[src/rtl/dcache_tagarray_arbiter.sv]
// Dcache tag array port arbiter: refill writes vs. load/store reads.
// Refill has priority; starvation counters and a load/store round-robin keep reads moving.
module dcache_tagarray_arbiter #(
    parameter int TAGARRAY_ADDR_WIDTH = 6,
    parameter int TAGARRAY_DATA_WIDTH = 21,
    parameter int STARVE_LIMIT        = 4
) (
    input  logic                           clock,
    input  logic                           reset,
    input  logic                           flush,
    input  logic                           ld_req_valid,
    output logic                           ld_req_ready,
    input  logic [TAGARRAY_ADDR_WIDTH-1:0] ld_req_idx,
    input  logic                           st_req_valid,
    output logic                           st_req_ready,
    input  logic [TAGARRAY_ADDR_WIDTH-1:0] st_req_idx,
    input  logic                           rf_req_valid,
    output logic                           rf_req_ready,
    input  logic [TAGARRAY_ADDR_WIDTH-1:0] rf_req_idx,
    input  logic [TAGARRAY_DATA_WIDTH-1:0] rf_req_wdata,
    output logic                           tagarray_rd_en,
    output logic                           tagarray_wr_en,
    output logic [TAGARRAY_ADDR_WIDTH-1:0] tagarray_idx,
    output logic [TAGARRAY_DATA_WIDTH-1:0] tagarray_wdata,
    output logic                           ld_resp_valid,
    output logic                           st_resp_valid
);

    localparam int CW = $clog2(STARVE_LIMIT + 1);
    localparam logic [CW-1:0] CNT_MAX = CW'(STARVE_LIMIT);

    typedef enum logic {
        RR_LD = 1'b0,
        RR_ST = 1'b1
    } rr_e;

    rr_e           rr_q, rr_d;
    logic [CW-1:0] ld_cnt_q, ld_cnt_d;
    logic [CW-1:0] st_cnt_q, st_cnt_d;
    logic          ld_resp_q, ld_resp_d;
    logic          st_resp_q, st_resp_d;

    logic ldv, stv;
    logic ld_starved, st_starved;
    logic ld_fire, st_fire, rf_fire;

    // A flushed load request is invisible to the arbiter.
    assign ldv = ld_req_valid & ~flush;
    assign stv = st_req_valid;

    assign ld_starved = ldv & (ld_cnt_q == CNT_MAX);
    assign st_starved = stv & (st_cnt_q == CNT_MAX);

    always_comb begin
        ld_fire = 1'b0;
        st_fire = 1'b0;
        rf_fire = 1'b0;
        if (ld_starved && st_starved) begin
            if (rr_q == RR_ST) st_fire = 1'b1;
            else               ld_fire = 1'b1;
        end else if (ld_starved) begin
            ld_fire = 1'b1;
        end else if (st_starved) begin
            st_fire = 1'b1;
        end else if (rf_req_valid) begin
            rf_fire = 1'b1;
        end else if (ldv && stv) begin
            if (rr_q == RR_ST) st_fire = 1'b1;
            else               ld_fire = 1'b1;
        end else if (ldv) begin
            ld_fire = 1'b1;
        end else if (stv) begin
            st_fire = 1'b1;
        end
    end

    assign ld_req_ready = ld_fire;
    assign st_req_ready = st_fire;
    assign rf_req_ready = rf_fire;

    always_comb begin
        tagarray_rd_en = ld_fire | st_fire;
        tagarray_wr_en = rf_fire;
        tagarray_idx   = '0;
        tagarray_wdata = '0;
        unique case (1'b1)
            ld_fire: tagarray_idx = ld_req_idx;
            st_fire: tagarray_idx = st_req_idx;
            rf_fire: begin
                tagarray_idx   = rf_req_idx;
                tagarray_wdata = rf_req_wdata;
            end
            default: ;
        endcase
    end

    // Counters measure consecutive denied cycles and saturate at the limit.
    always_comb begin
        ld_cnt_d = '0;
        st_cnt_d = '0;
        if (ldv && !ld_fire) begin
            ld_cnt_d = (ld_cnt_q == CNT_MAX) ? CNT_MAX : ld_cnt_q + 1'b1;
        end
        if (stv && !st_fire) begin
            st_cnt_d = (st_cnt_q == CNT_MAX) ? CNT_MAX : st_cnt_q + 1'b1;
        end
    end

    always_comb begin
        rr_d = rr_q;
        if (ld_fire)      rr_d = RR_ST;
        else if (st_fire) rr_d = RR_LD;
    end

    assign ld_resp_d = ld_fire;
    assign st_resp_d = st_fire;

    always_ff @(posedge clock) begin
        if (reset) begin
            rr_q      <= RR_LD;
            ld_cnt_q  <= '0;
            st_cnt_q  <= '0;
            ld_resp_q <= 1'b0;
            st_resp_q <= 1'b0;
        end else begin
            rr_q      <= rr_d;
            ld_cnt_q  <= ld_cnt_d;
            st_cnt_q  <= st_cnt_d;
            ld_resp_q <= ld_resp_d;
            st_resp_q <= st_resp_d;
        end
    end

    // Flush in the response cycle discards the load's read data.
    assign ld_resp_valid = ld_resp_q & ~flush;
    assign st_resp_valid = st_resp_q;

endmodule

[config.mk]
export PLATFORM = sky130hd
export DESIGN_NAME = dcache_tagarray_arbiter
export DESIGN_NICKNAME = d
export VERILOG_FILES = /design/src/rtl/dcache_tagarray_arbiter.sv
export SDC_FILE = /design/constraint.sdc
export NUM_CORES = 1
export LEC_CHECK = 0
export ABC_AREA = 0
export BUFFER_PORTS_ARGS = -buffer_cell sky130_fd_sc_hd__buf_2
export CORE_ASPECT_RATIO = 0.6
export CORE_MARGIN = 2
export CORE_UTILIZATION = 30
export CTS_BUF_LIST = sky130_fd_sc_hd__clkbuf_4 sky130_fd_sc_hd__clkbuf_8 sky130_fd_sc_hd__clkbuf_16
export DETAILED_ROUTE_END_ITERATION = 7
export GPL_TIMING_DRIVEN = 0
export PLACE_DENSITY = 0.71
export SYNTH_ARGS = -nofsm -noshare
export SYNTH_HDL_FRONTEND = slang
export SYNTH_SLANG_ARGS = --single-unit
[constraint.sdc]
create_clock -name clock -period 5.1 [get_ports clock]
set_clock_uncertainty 0.05 [all_clocks]
set_input_delay 1.02 -clock clock [delete_from_list [all_inputs] [get_ports clock]]
set_output_delay 1.02 -clock clock [all_outputs]
set_load 0.02 [all_outputs]
After elaboration in Yosys (flattened, before gate mapping)
Cells that the tools add are included.
Storage, ports and cells
  bits in registers: 9
  input bits: 45
  output and inout bits: 34
  word-level logic and storage cells: 55
Operators by class
  add/sub/neg operators: 2
  equality and inequality tests: 2
  multiplexer cells: 25
  bitwise operators: 8
  reduce and logical (&&, ||, !) cells: 11
Operators by type and width (count)
  2-to-1 mux 1 bit: 21
  2-to-1 mux 21 bit: 1
  case mux 6 bit (3 select lines): 1
  adder 3 x 1 -> 3 bit, second input constant: 2
  equality test 3 bit, second input constant: 2
  2-to-1 mux 3 bit: 2
  OR reduction 3 bit: 2
  AND 1 bit: 4
  logical AND 1 bit: 4
  OR reduction 2 bit: 2
  NOT 1 bit: 3
  zero test 1 bit: 2
  nonzero test 2 bit: 1
  OR 1 bit: 1

Longest topological paths before layout
  depth in word-level cells: 12
  gate-level depth with buffers: 8
  mapped depth without buffers: 6

Worst setup path after synthesis
No wires, ideal clock.
  path kind: input to output
  from: input port ld_req_valid
  to: output port tagarray_wdata[11]
  arrival time: 2.258 ns
  slack: 1.772 ns
  cell stages on the path: 4
  path through: nor2b_1 a221oi_2 clkbuf_1 and2_1
Between the ends
  word-level cells in the longest chain between the ends: 5
Ends and longest elaborated chain
  start: declaration: line 11  | input logic ld_req_valid,
  AND 1 bit (*): line 48  | assign ldv = ld_req_valid & ~flush;
  AND 1 bit (*): line 51  | assign ld_starved = ldv & (ld_cnt_q == CNT_MAX);
  2-to-1 mux 1 bit / logical AND 1 bit (equally long branches): line 61, 58
  2-to-1 mux 1 bit (*): line 58  | if (ld_starved && st_starved) begin
  net rf_req_ready: line 18  | output logic rf_req_ready,
  2-to-1 mux 21 bit (*): line 86  | unique case (1'b1)
  end: declaration: line 24  | output logic [TAGARRAY_DATA_WIDTH-1:0] tagarray_wdata,
Mark *: on every way through the listed nets, which the timed path passes. The rest lies on a longest branch.

Worst setup path in the final report
  from: input port ld_req_valid
  to: output port tagarray_wdata[14]
Between the ends
  word-level cells in the longest chain between the ends: 5
Ends and longest elaborated chain (line)
  AND 1 bit (*): 48
  AND 1 bit (*): 51
  2-to-1 mux 1 bit / logical AND 1 bit (equally long branches): 61, 58
  2-to-1 mux 1 bit (*): 58
  2-to-1 mux 21 bit (*): 86
Mark *: on every way between the ends. The rest lies on a longest branch, timed or not.

==> reports/qor.yml <==
status: "complete, no violations"
ir_drop_mv: 0.0888
p_leak_uw: 0.000666
die_w_um: 68.5
grt_pass1_wl_um: 3710
crit_path_end_kind: "primary output"
routed_wl_um: 2410
max_stage_delay_ns: 0.50
clock-sinks: 9
drive_above_1_share_pct: 52.6
clock-root-buffer: "clkbuf_8"
num-fill-cells: 227
worst-path-buf-inv: 3
cp_top_family: "buffers and inverters"
arrival_ns: 2.47
finalSetupViolCount: 0
clk_latency_ns: 0.23
rsz0062_at_grt: "false"
cp.required_ns: 4.03
cts-resized-gates: 0
dieHeight_um: 42.7
synth_cell_type_count: 25
final_cells: 203
min_period_ns: 3.54
cts_buffers: 3
ys_ff_latch: 9
antenna_cells: 0
placed_area_um2: 1180
yosys_warnings: 0
placed_cells: 199
pre_cts_ws_ns: 1.54
reg2reg_slack_ns: 3.15
dr.pass1.iters: 3
viasPerCell: 4.62
cts-htree-levels: 1
worst_slew_pin_slew_ns: 0.512
grt_overflow: 0
cts_setup_buffers: 0
grt_usage_pct: 16.9
tns_ns: 0
initial_utilization_pct: 33.1
powerDensity_nw_per_um2: 200
vias: 937
regArea_um2: 180
placeableCoreArea_um2: 2260
wire_per_inst_um: 11.9
hold_viol: 0
ant_nets: 0
finalNetCount: 223
cap_violations: 0
row_count: 13
fmax_mhz: 282
grt_pass1_vias: 876
antenna_found_initial: 0
path_max_fanout: 11
clk_pin_slew_ns: 0.05
drc: 0
min_period_over_period_pct: 69.4
netlist_instances: 91
crit_slowest_cell: "a221oi_2"
avgSynthCellArea_um2: 8.24
hold_buffers: 0
place.gp.congestion: 0.889
io_pins: 79
final_area_um2: 1230
crit_chain: "buf_2 > nor2b_1 > a221oi_2 > clkbuf_1 > and2_1 > buf_2"
timing.final.ws_setup_ns: 1.56
area.growth.synth_to_final_pct: 63.6
slew_viol_final: 0
hpwl_um: 2160
maxSlewHeadroom_pct: 65.8
tritoncts: "yes"
startpoint_type: "input pin"
drt-initial-drc-count: 10
netlist_area_um2: 749
cp_common_cell: "buf_2"
multi_input_area_um2: 504
synth_nets: 140
min-delay-path-class: "reg2reg"
dieArea_um2: 2930
clockBufferDepth: 2
grt_max_degree: 12
io_buffers: 78
critical_path_class: "in2out"
totalPowerFinal_uw: 245
yosysSeqAreaShare_pct: 24.0
-- logic make-up (layout without fill, tap and decap cells) --
family / count (synthesis) / after routing / synth area share (%)
AOI/OAI and AO/OA: 17 / 17 / 18.2
adders and majority gates: 5 / 5 / 8.18
buffers and inverters: 12 / 94 / 8.68
DFF: 9 / 9 / 24.0
and+or+nand+nor: 48 / 48 / 40.9
-- where the power goes --
| part | total, uW | leakage [uW] | internal (uW) | switching, uW |
|---|---|---|---|---|
| combinational | 83.1 | 0.000567 | 37.6 | 45.5 |
| sequential | 73.9 | 0.0000732 | 72.6 | 1.25 |
| clock | 88.2 | 0.0000262 | 59.8 | 28.4 |
-- sequential cells by signal (all words and copies together), names as in the netlist --
name,count
st_cnt_q,3
ld_cnt_q,3
ld_resp_q,1
rr_q,1
st_resp_valid,1
-- per-stage QoR --
| step | util, % | hold WS (ns) |
|---|---|---|
| 6_report | 54.2 | 0.440 |
| 3_3_place_gp | 52.1 | 0.416 |
| 5_1_grt | 54.2 | 0.474 |
| 3_5_place_dp | 52.1 | 0.435 |
| 4_1_cts | 54.2 | 0.443 |
| 2_1_floorplan | - | 0.391 |
-- synthesized netlist by cell type (all sizes together) --
master   n  area, um^2
a221oi   2        23.8
and2    29         184
o211ai   1        7.51
ha       4        50.1
nand2    5        18.8
inv      6        22.5
clkbuf   2        7.51
nor4b    1        15.0
nor3     1        5.00
buf      4        35.0
a221o    6        60.1
nor4     4        31.3
a21oi    2        10.0
nor2b    4        25.0
dfxtp    9         180
o21ai    5        25.0
maj3     1        11.3
nand2b   2        12.5
nand3b   2        15.0
o21ba    1        10.0
-- worst min-delay path: stages (launching register included) --
cell and delay (ns):
dfxtp_1 0.32, inv_1 0.05, a221oi_1 0.07
-- layer usage --
layer  up-vias  wire, um  global-route usage (%)
met4         0        20                    4.80
met1       416      1080                    20.5
met3         2       166                    5.04
met5         -         0                       0
li1        480         -                       -
met2        39      1140                    28.7
-- layout by cell type, fill, tap and decap left out --
cell type,n
buf_2,79
and2_1,28
dfxtp_1,9
inv_1,6
a221o_1,6
nand2_1,5
o21ai_0,5
nor2b_1,4
ha_1,4
nor4_1,3
clkbuf_8,3
buf_6,2
a21oi_1,2
nand2b_1,2
clkbuf_1,2
nand3b_1,2
and2_4,1
maj3_2,1
o21ba_1,1
a221oi_2,1
nor3_1,1
nor4b_2,1
nor4_2,1
o211ai_1,1
a221oi_1,1
buf_4,1
clkbuf_4,1
-- cell type report --
| class | instances | area share [%] |
|---|---|---|
| Sequential cell | 9 | 14.7 |
| Inverter | 6 | 1.84 |
| Buffer | 6 | 3.47 |
| Timing Repair Buffer | 78 | 31.8 |
| Clock buffer | 4 | 3.98 |
| Multi-Input combinational cell | 70 | 41.1 |
| Tap cell | 30 | 3.06 |
-- path summary, 6_finish.rpt --
path	start	end	cells after the start
worst max-delay path	ld_req_valid	tagarray_wdata[14]	6
worst min-delay path	rr_q$_SDFFE_PP0P_	rr_q$_SDFFE_PP0P_	2
worst max register to register	st_cnt_q[0]$_SDFF_PP0_	st_cnt_q[1]$_SDFF_PP0_	8
worst min register to register	rr_q$_SDFFE_PP0P_	rr_q$_SDFFE_PP0P_	2
Note: power is estimated with default switching activity, not from simulation.
